--- src/rtl/serv_dbus_ctrl.sv ---
// serv_dbus_ctrl: single-outstanding Wishbone classic master for loads/stores.
// Define SERV_DBUS_TIMEOUT_EN to add a TIMEOUT_W-bit bus timeout.
module serv_dbus_ctrl #(
    parameter int TIMEOUT_W = 8
) (
    input  logic        i_clk,
    input  logic        i_rst,
    input  logic        i_req,
    input  logic        i_we,
    input  logic [31:0] i_adr,
    input  logic [31:0] i_dat,
    input  logic [3:0]  i_sel,
    output logic        o_ack,
    output logic        o_err,
    output logic [31:0] o_rdt,
    output logic        o_busy,
    output logic [31:0] o_wb_adr,
    output logic [31:0] o_wb_dat,
    output logic [3:0]  o_wb_sel,
    output logic        o_wb_we,
    output logic        o_wb_cyc,
    output logic        o_wb_stb,
    input  logic [31:0] i_wb_rdt,
    input  logic        i_wb_ack,
    input  logic        i_wb_err
);

    typedef enum logic [1:0] {
        IDLE = 2'd0,
        BUS  = 2'd1,
        RESP = 2'd2
    } state_t;

    state_t state;
    logic   tmo;
    logic   fail;
    logic   done;
    logic   unused_adr;

    assign unused_adr = ^i_adr[1:0];
    assign o_wb_stb   = o_wb_cyc;

`ifdef SERV_DBUS_TIMEOUT_EN
    logic [TIMEOUT_W-1:0] cnt;
    logic [TIMEOUT_W-1:0] cnt_nxt;

    assign cnt_nxt = cnt + TIMEOUT_W'(1);
    // Terminal count is hit on the edge where the counter would reach all-ones
    assign tmo     = (state == BUS) && (cnt_nxt == '1);

    always_ff @(posedge i_clk or posedge i_rst) begin
        if (i_rst) begin
            cnt <= '0;
        end else if (state == BUS) begin
            cnt <= cnt_nxt;
        end else begin
            cnt <= '0;
        end
    end
`else
    logic [TIMEOUT_W-1:0] unused_tw;

    assign unused_tw = '0;
    assign tmo       = 1'b0;
`endif

    // Slave error wins over ack; an ack beats a simultaneous timeout
    assign fail = i_wb_err | (tmo & ~i_wb_ack);
    assign done = i_wb_ack | fail;

    always_ff @(posedge i_clk or posedge i_rst) begin
        if (i_rst) begin
            state    <= IDLE;
            o_ack    <= 1'b0;
            o_err    <= 1'b0;
            o_rdt    <= '0;
            o_busy   <= 1'b0;
            o_wb_adr <= '0;
            o_wb_dat <= '0;
            o_wb_sel <= '0;
            o_wb_we  <= 1'b0;
            o_wb_cyc <= 1'b0;
        end else begin
            unique case (state)
                IDLE: begin
                    if (i_req) begin
                        o_wb_adr <= {i_adr[31:2], 2'b00};
                        o_wb_dat <= i_dat;
                        o_wb_sel <= i_sel;
                        o_wb_we  <= i_we;
                        o_wb_cyc <= 1'b1;
                        o_busy   <= 1'b1;
                        state    <= BUS;
                    end
                end
                BUS: begin
                    if (done) begin
                        o_wb_cyc <= 1'b0;
                        o_ack    <= 1'b1;
                        o_err    <= fail;
                        state    <= RESP;
                        if (!o_wb_we && !fail) begin
                            o_rdt <= i_wb_rdt;
                        end
                    end
                end
                RESP: begin
                    o_ack  <= 1'b0;
                    o_err  <= 1'b0;
                    o_busy <= 1'b0;
                    state  <= IDLE;
                end
                default: begin
                    o_ack    <= 1'b0;
                    o_err    <= 1'b0;
                    o_busy   <= 1'b0;
                    o_wb_cyc <= 1'b0;
                    state    <= IDLE;
                end
            endcase
        end
    end

endmodule

--- config.mk ---
export PLATFORM = sky130hd
export DESIGN_NAME = serv_dbus_ctrl
export DESIGN_NICKNAME = d
export VERILOG_FILES = /design/src/rtl/serv_dbus_ctrl.sv
export SDC_FILE = /design/constraint.sdc
export NUM_CORES = 1
export LEC_CHECK = 0
export CAP_MARGIN = 20
export CORE_MARGIN = 4
export CORE_UTILIZATION = 42
export DETAILED_ROUTE_END_ITERATION = 16
export GPL_TIMING_DRIVEN = 0
export PLACE_DENSITY = 0.86
export REMOVE_ABC_BUFFERS = 1
export SYNTH_ARGS = -nofsm -noshare
export SYNTH_HDL_FRONTEND = slang
export SYNTH_SLANG_ARGS = --single-unit
export TNS_END_PERCENT = 50
--- constraint.sdc ---
create_clock -name i_clk -period 6.3 [get_ports i_clk]
set_input_delay 0.63 -clock i_clk [delete_from_list [all_inputs] [get_ports i_clk]]
set_output_delay 0.63 -clock i_clk [all_outputs]
set_load 0.02 [all_outputs]
==> results of run 1 <==
-- state kept, by name, indices dropped and copies added (netlist names) --
| name | cells |
|---|---|
| o_wb_adr | 30 |
| o_wb_sel | 4 |
| o_err | 1 |
| o_ack | 1 |
| o_wb_cyc | 1 |
| state | 2 |
| o_wb_dat | 32 |
| o_wb_we | 1 |
| o_busy | 1 |
| o_rdt | 32 |
-- power breakdown --
part	leakage [nW]	internal [W]	total, W	switching, W
sequential	1.24	0.000921	0.00105	0.000130
combinational	1.29	0.000677	0.00124	0.000558
clock	0.0903	0.000158	0.000383	0.000225
total	2.62	0.00176	0.00267	0.000913
-- cell usage after synthesis, drive strengths merged --
master	n	area, um2
a21o	2	15.01
a21oi	1	5.000
a22oi	1	7.510
buf	13	98.84
conb	1	3.750
dfrtp	105	2628
inv	2	7.510
mux2	99	1115
mux2i	1	10.01
nand2	1	3.750
nand2b	1	8.760
nand3	1	5.000
nor2	4	15.01
nor3b	1	12.51
nor4b	1	23.77
o21ai	1	5.000
-- kinds of logic after synthesis --
family / share of synthesized area [%]
muxes: 28.38
and+or+nand+nor: 1.736
buffers and inverters: 2.683
AOI/OAI and AO/OA: 0.8204
other: 0.09461
DFF: 66.29
-- final timing paths --
check,startpoint,endpoint,slack [ns],cells after the start
setup / recovery,i_req,o_wb_dat[7],3.79,5
hold / removal,o_ack,o_ack,0.50,1
setup reg to reg,state[0],o_wb_dat[7],4.09,4
hold reg to reg,o_ack,o_ack,0.50,1
max in group asynchronous,i_rst,o_wb_adr[16],4.88,3
min in group asynchronous,i_rst,o_rdt[25],0.73,2
-- cell type report --
type	instances	area [um2]
clock buffer	11	141.4
clock inverter	5	38.79
fill	651	2833
inverter	2	10.01
multi-input combinational	116	1240
sequential	105	2628
tap	111	138.9
timing repair buffer	213	2167
-- critical path, cell delays in order --
cell	delay (ns)
sky130_fd_sc_hd__clkdlybuf4s50_1	0.51
sky130_fd_sc_hd__nor3b_4	0.77
sky130_fd_sc_hd__buf_8	0.25
sky130_fd_sc_hd__buf_8	0.20
sky130_fd_sc_hd__mux2_2	0.36
-- through the flow --
stage	area, um2	total power, W	instances	utilization, %	setup slack (ns)
global route	6364	0.002803	563	69.20	3.684
detailed placement	6183	0.002318	547	67.24	3.397
CTS	6364	0.002706	563	69.20	3.785
finish	6364	0.002669	563	69.20	3.788
global placement	6080	0.002267	541	66.11	0.8452
floorplan	3869	0.001644	223	-	2.488
-- routing by layer --
layer / track usage, % / up-vias / routed length, um / part of all wire (%)
met1: 19.03 / 1358 / 3706 / 37
met4: 4.592 / 0 / 90 / 0.91
met5: 0 / - / 0 / 0
met2: 32.58 / 136 / 5265 / 53
li1: - / 1242 / - / -
met3: 6.733 / 8 / 871 / 8.8
==> impl_metrics.py, run 1 <==
metrics = {
    "sta": {
        "report.final.slew_viol_count": 0,
        "final_period_minus_worst_setup_slack_ns": 2.512,
        "worstMarginPinSlew_ns": 0.8962,
        "worst_slew_margin_rel_pct": 40.19,
        "report.final.hold_viol_count": 0,
        "hold_ws_ns": 0.4987,
        "fin_worst_skew_ns": 0.01168,
        "final.period_utilization_pct": 39.87,
        "grt_setup_unrepaired": "no",
        "maxClockFrequency_mhz": 398.1,
        "setup_viol": 0,
        "timing.setup.tns_ns": 0,
    },
    "global_route": {
        "groute.usage.overall_pct": 17.74,
        "grt_pass1_wl_um": 15370,
        "antenna_found_initial": 0,
        "grt_max_degree": 54,
        "grt_pass1_vias": 3012,
        "globalRoute.totalOverflow": 0,
    },
    "floorplanning": {
        "die_w_um": 105.1,
        "initial_utilization_pct": 43.10,
        "die-area_um2": 11060,
        "die_height_um": 105.1,
        "io_pins": 212,
        "core-area_um2": 9196,
        "row_count": 35,
    },
    "worst_setup_path": {
        "worstPathRequired_ns": 6.53,
        "crit_arrival_ns": 2.74,
        "end_kind": "flip-flop",
        "critPathKind": "input pin to flip-flop",
        "type_of_origin_of_the_critical_path": "input pin",
        "critical_path_peak_fanout": 21,
    },
    "cells_and_area": {
        "final_net_count": 553,
        "layout.cells.most_common": "sky130_fd_sc_hd__clkdlybuf4s50_1",
        "layout_common_cells": "sky130_fd_sc_hd__clkdlybuf4s50_1 (207), sky130_fd_sc_hd__dfrtp_1 (105), sky130_fd_sc_hd__mux2_2 (95), sky130_fd_sc_hd__clkbuf_8 (10)",
        "antenna_diode_count": 0,
        "layout-area-overhead-vs-synth_pct": 60.54,
        "final_layout_size_suffix_gt1_share_pct": 26.55,
    },
    "detailed_routing": {
        "vias": 2744,
        "vias_per_std_cell": 4.874,
        "route.final.wire_length_um": 9934,
        "remaining_drc_errors": 0,
        "drt-initial-drc-count": 58,
        "drt_first_pass_iters": 4,
        "ant_nets": 0,
        "detail_route.wl_per_cell_um": 17.64,
    },
    "clock_network": {
        "cts.sinks": 105,
        "numCtsBuffers": 9,
        "clock_insertion_delay_worst_skew_ns": 0.35,
        "clkTransAtPathRegs_ns": 0.09,
        "tritoncts": "yes",
        "maximum_clock_insertion_buffer_count": 2,
        "h_tree_depth": 3,
        "clk_root_buffer_cell": "sky130_fd_sc_hd__clkbuf_8",
        "hold_bufs_at_cts": 0,
        "cts-resized-gates": 0,
        "post_cts_buffers": 0,
    },
    "power": {
        "vdd_ir_drop_max_mv": 0.1843,
        "leakage_nw": 2.619,
        "power.density_nw_per_um2": 419.5,
    },
    "flow_run": {
        "number_of_violations_of_the_max_capacitance_limit": 0,
    },
    "logic_synthesis": {
        "synth-seq-cells": 105,
        "synth_cell_type_count": 19,
        "syn_area_um2": 3964,
        "synth-warning-count": 0,
        "syn-instance-count": 235,
        "synth_sequential_area_ratio_pct": 66.29,
        "synth_area_per_cell_um2": 16.87,
    },
    "hold_path": {
        "timing.hold.worst.class": "flip-flop to flip-flop",
    },
    "place": {
        "io_buffer_count": 207,
        "gpl.final_weighted_congestion": 0.6988,
        "place.detailed.hpwl_um": 7931,
    },
    "outcome": {
        "outcome": "complete, no violations",
    },
}
(Power assumes the default switching activity.)
==> inputs of run 2 (changes only) <==
--- a/config.mk
+++ b/config.mk
@@ -7,10 +7,10 @@
 export LEC_CHECK = 0
 export CAP_MARGIN = 20
 export CORE_MARGIN = 4
-export CORE_UTILIZATION = 42
+export CORE_UTILIZATION = 35
 export DETAILED_ROUTE_END_ITERATION = 16
 export GPL_TIMING_DRIVEN = 0
-export PLACE_DENSITY = 0.86
+export PLACE_DENSITY = 0.77
 export REMOVE_ABC_BUFFERS = 1
 export SYNTH_ARGS = -nofsm -noshare
 export SYNTH_HDL_FRONTEND = slang
==> constraint.sdc (replaced) <==
create_clock -name i_clk -period 2.1 [get_ports i_clk]
set_input_delay 0.21 -clock i_clk [delete_from_list [all_inputs] [get_ports i_clk]]
set_output_delay 0.21 -clock i_clk [all_outputs]
set_load 0.02 [all_outputs]
==> impl_metrics.py, run 2 (synthesis results as in run 1) <==
metrics = {
    "global_route": {
        "globalRoute.busiestLayer": "met2",
        "globalRoute.totalOverflow": 0,
        "gr-usage-met2_pct": 25.65,
        "grt_pass1_wl_um": 15730,
        "grt_util_met1_pct": 17.00,
        "antenna_found_initial": 0,
        "grt_max_degree": 54,
        "use_met3_pct": 6.818,
        "groute.usage.overall_pct": 15.32,
        "grt_pass1_vias": 3112,
    },
    "clock_network": {
        "cts.sinks": 105,
        "clock_insertion_delay_worst_skew_ns": 0.33,
        "h_tree_depth": 3,
        "numCtsBuffers": 9,
        "maximum_clock_insertion_buffer_count": 2,
        "clkTransAtPathRegs_ns": 0.06,
        "hold_bufs_at_cts": 0,
        "tritoncts": "yes",
        "clk_root_buffer_cell": "sky130_fd_sc_hd__clkbuf_16",
        "cts-resized-gates": 0,
    },
    "floorplanning": {
        "io_pins": 212,
        "core-area_um2": 10980,
        "die-area_um2": 13090,
        "die_w_um": 114.4,
        "row_count": 38,
        "initial_utilization_pct": 36.09,
        "die_height_um": 114.4,
    },
    "cells_and_area": {
        "layout-area-overhead-vs-synth_pct": 65.66,
        "layout.core_utilization_pct": 59.79,
        "antenna_diode_count": 0,
        "layout_common_cells": "sky130_fd_sc_hd__clkdlybuf4s50_1 (207), sky130_fd_sc_hd__dfrtp_1 (105), sky130_fd_sc_hd__mux2_2 (95), sky130_fd_sc_hd__clkbuf_16 (9)",
        "layout.cells.most_common": "sky130_fd_sc_hd__clkdlybuf4s50_1",
        "sequential_cell_area_um2": 2628,
        "final_layout_size_suffix_gt1_share_pct": 26.81,
        "fill_cells": 873,
        "layout_top_registers": "o_rdt x32, o_wb_dat x32, o_wb_adr x30",
        "final_cells": 595,
        "multi_input_logic_area_um2": 1240,
        "final_net_count": 556,
    },
    "power": {
        "vdd_ir_drop_max_mv": 0.6168,
        "power.clock.fraction_pct": 19.0,
        "leakage_nw": 2.698,
        "sw_pwr_w": 0.002753,
        "sequentialPowerShare_pct": 37.2,
        "comb_power_share_pct": 43.9,
        "cell_internal_pwr_w": 0.005764,
        "power.density_nw_per_um2": 1297,
        "switching_share_pct": 32.32,
    },
    "place": {
        "io_buffer_count": 207,
        "placed_cells": 576,
        "gpl.final_weighted_congestion": 0.7125,
        "place.detailed.hpwl_um": 7708,
    },
    "sta": {
        "final_period_minus_worst_setup_slack_ns": 1.788,
        "fin_worst_skew_ns": 0.006134,
        "worstMarginPinSlew_ns": 0.6856,
        "grt_setup_unrepaired": "no",
        "setup_viol": 0,
        "final.period_utilization_pct": 85.16,
        "maxClockFrequency_mhz": 559.2,
        "worst_slew_margin_rel_pct": 54.29,
        "report.final.slew_viol_count": 0,
        "report.final.hold_viol_count": 0,
    },
    "worst_setup_path": {
        "critical_path_peak_fanout": 17,
        "type_of_origin_of_the_critical_path": "flip-flop",
        "critPathKind": "flip-flop to flip-flop",
        "crit_arrival_ns": 2.00,
        "r2r.worst_path.cells": 4,
        "end_kind": "flip-flop",
        "worstPathRequired_ns": 2.31,
    },
    "detailed_routing": {
        "vias_per_std_cell": 4.652,
        "drt-initial-drc-count": 85,
        "vias": 2768,
        "remaining_drc_errors": 0,
        "drt_first_pass_iters": 4,
        "route.final.wire_length_um": 9872,
        "detail_route.wl_per_cell_um": 16.59,
        "ant_nets": 0,
    },
    "outcome": {
        "outcome": "complete, no violations",
    },
    "hold_path": {
        "timing.hold.worst.class": "input pin to async pin",
    },
    "flow_run": {
        "number_of_violations_of_the_max_capacitance_limit": 0,
    },
}
## run 2: cell count changes in the layout (fill, tap and decap cells not counted), sizes merged
cell,delta
clkinv,-2
inv,-2
clkbuf,+4
buf,+3
## run 2: power groups by stage
| stage | sequential [W] | clock [W] | combinational (W) |
|---|---|---|---|
| floorplan | 0.00411 | 0 | 0.000823 |
| global placement | 0.00316 | 0 | 0.00367 |
| detailed placement | 0.00321 | 0 | 0.00377 |
| CTS | 0.00318 | 0.00168 | 0.00379 |
| global route | 0.00329 | 0.00176 | 0.00394 |
| finish | 0.00317 | 0.00161 | 0.00374 |
## run 2: path summary, 6_finish.rpt
kind	startpoint	end	slack, ns
setup reg to reg	state[1]	o_rdt[16]	0.31
min in group i_clk	o_busy	o_busy	0.48
hold reg to reg	o_busy	o_busy	0.48
max in group asynchronous	i_rst	o_wb_adr[6]	1.07
hold / removal	i_rst	o_rdt[9]	0.34
setup / recovery	state[1]	o_rdt[16]	0.31
## run 2: worst max-delay path: stages (launching register included)
cell and delay, ns:
sky130_fd_sc_hd__dfrtp_1 0.44, sky130_fd_sc_hd__nand2b_2 0.23, sky130_fd_sc_hd__nor4b_4 0.39, sky130_fd_sc_hd__buf_6 0.25, sky130_fd_sc_hd__mux2_2 0.36
## run 2: metal layers
layer / share of wire, % / vias up
met2: 48 / 147
met4: 2.2 / 0
met1: 37 / 1351
li1: - / 1253
met5: 0 / -
met3: 12 / 17
## run 2: area by class of cell
type	instances	share of cell area, %
multi-input cells	116	18.88
clock inverters	1	0.1143
inverters	2	0.1524
clock buffers	15	4.383
well taps	140	2.668
repair buffers	216	33.78
flip-flops and latches	105	40.02
## run 2: through the flow
stage | hold slack [ns] | power (W) | setup WS (ns) | instance area (um2) | setup TNS, ns
2_1_floorplan | 0.3447 | 0.004933 | -1.600 | 3869 | -205.00
3_3_place_gp | 0.4647 | 0.006824 | -3.014 | 6116 | -468.94
3_5_place_dp | 0.4681 | 0.006986 | -0.3307 | 6248 | -9.127
4_1_cts | 0.3639 | 0.008659 | 0.05992 | 6559 | 0
5_1_grt | 0.3936 | 0.008984 | 0.2289 | 6566 | 0
6_report | 0.3394 | 0.008516 | 0.3117 | 6566 | 0
## run 2: what timing repair did
action / CTS / global route
gates cloned: 0 / 0
pin swaps: 1 / 1
endpoints found under the setup margin: 17 / 16
setup buffers: 2 / 1
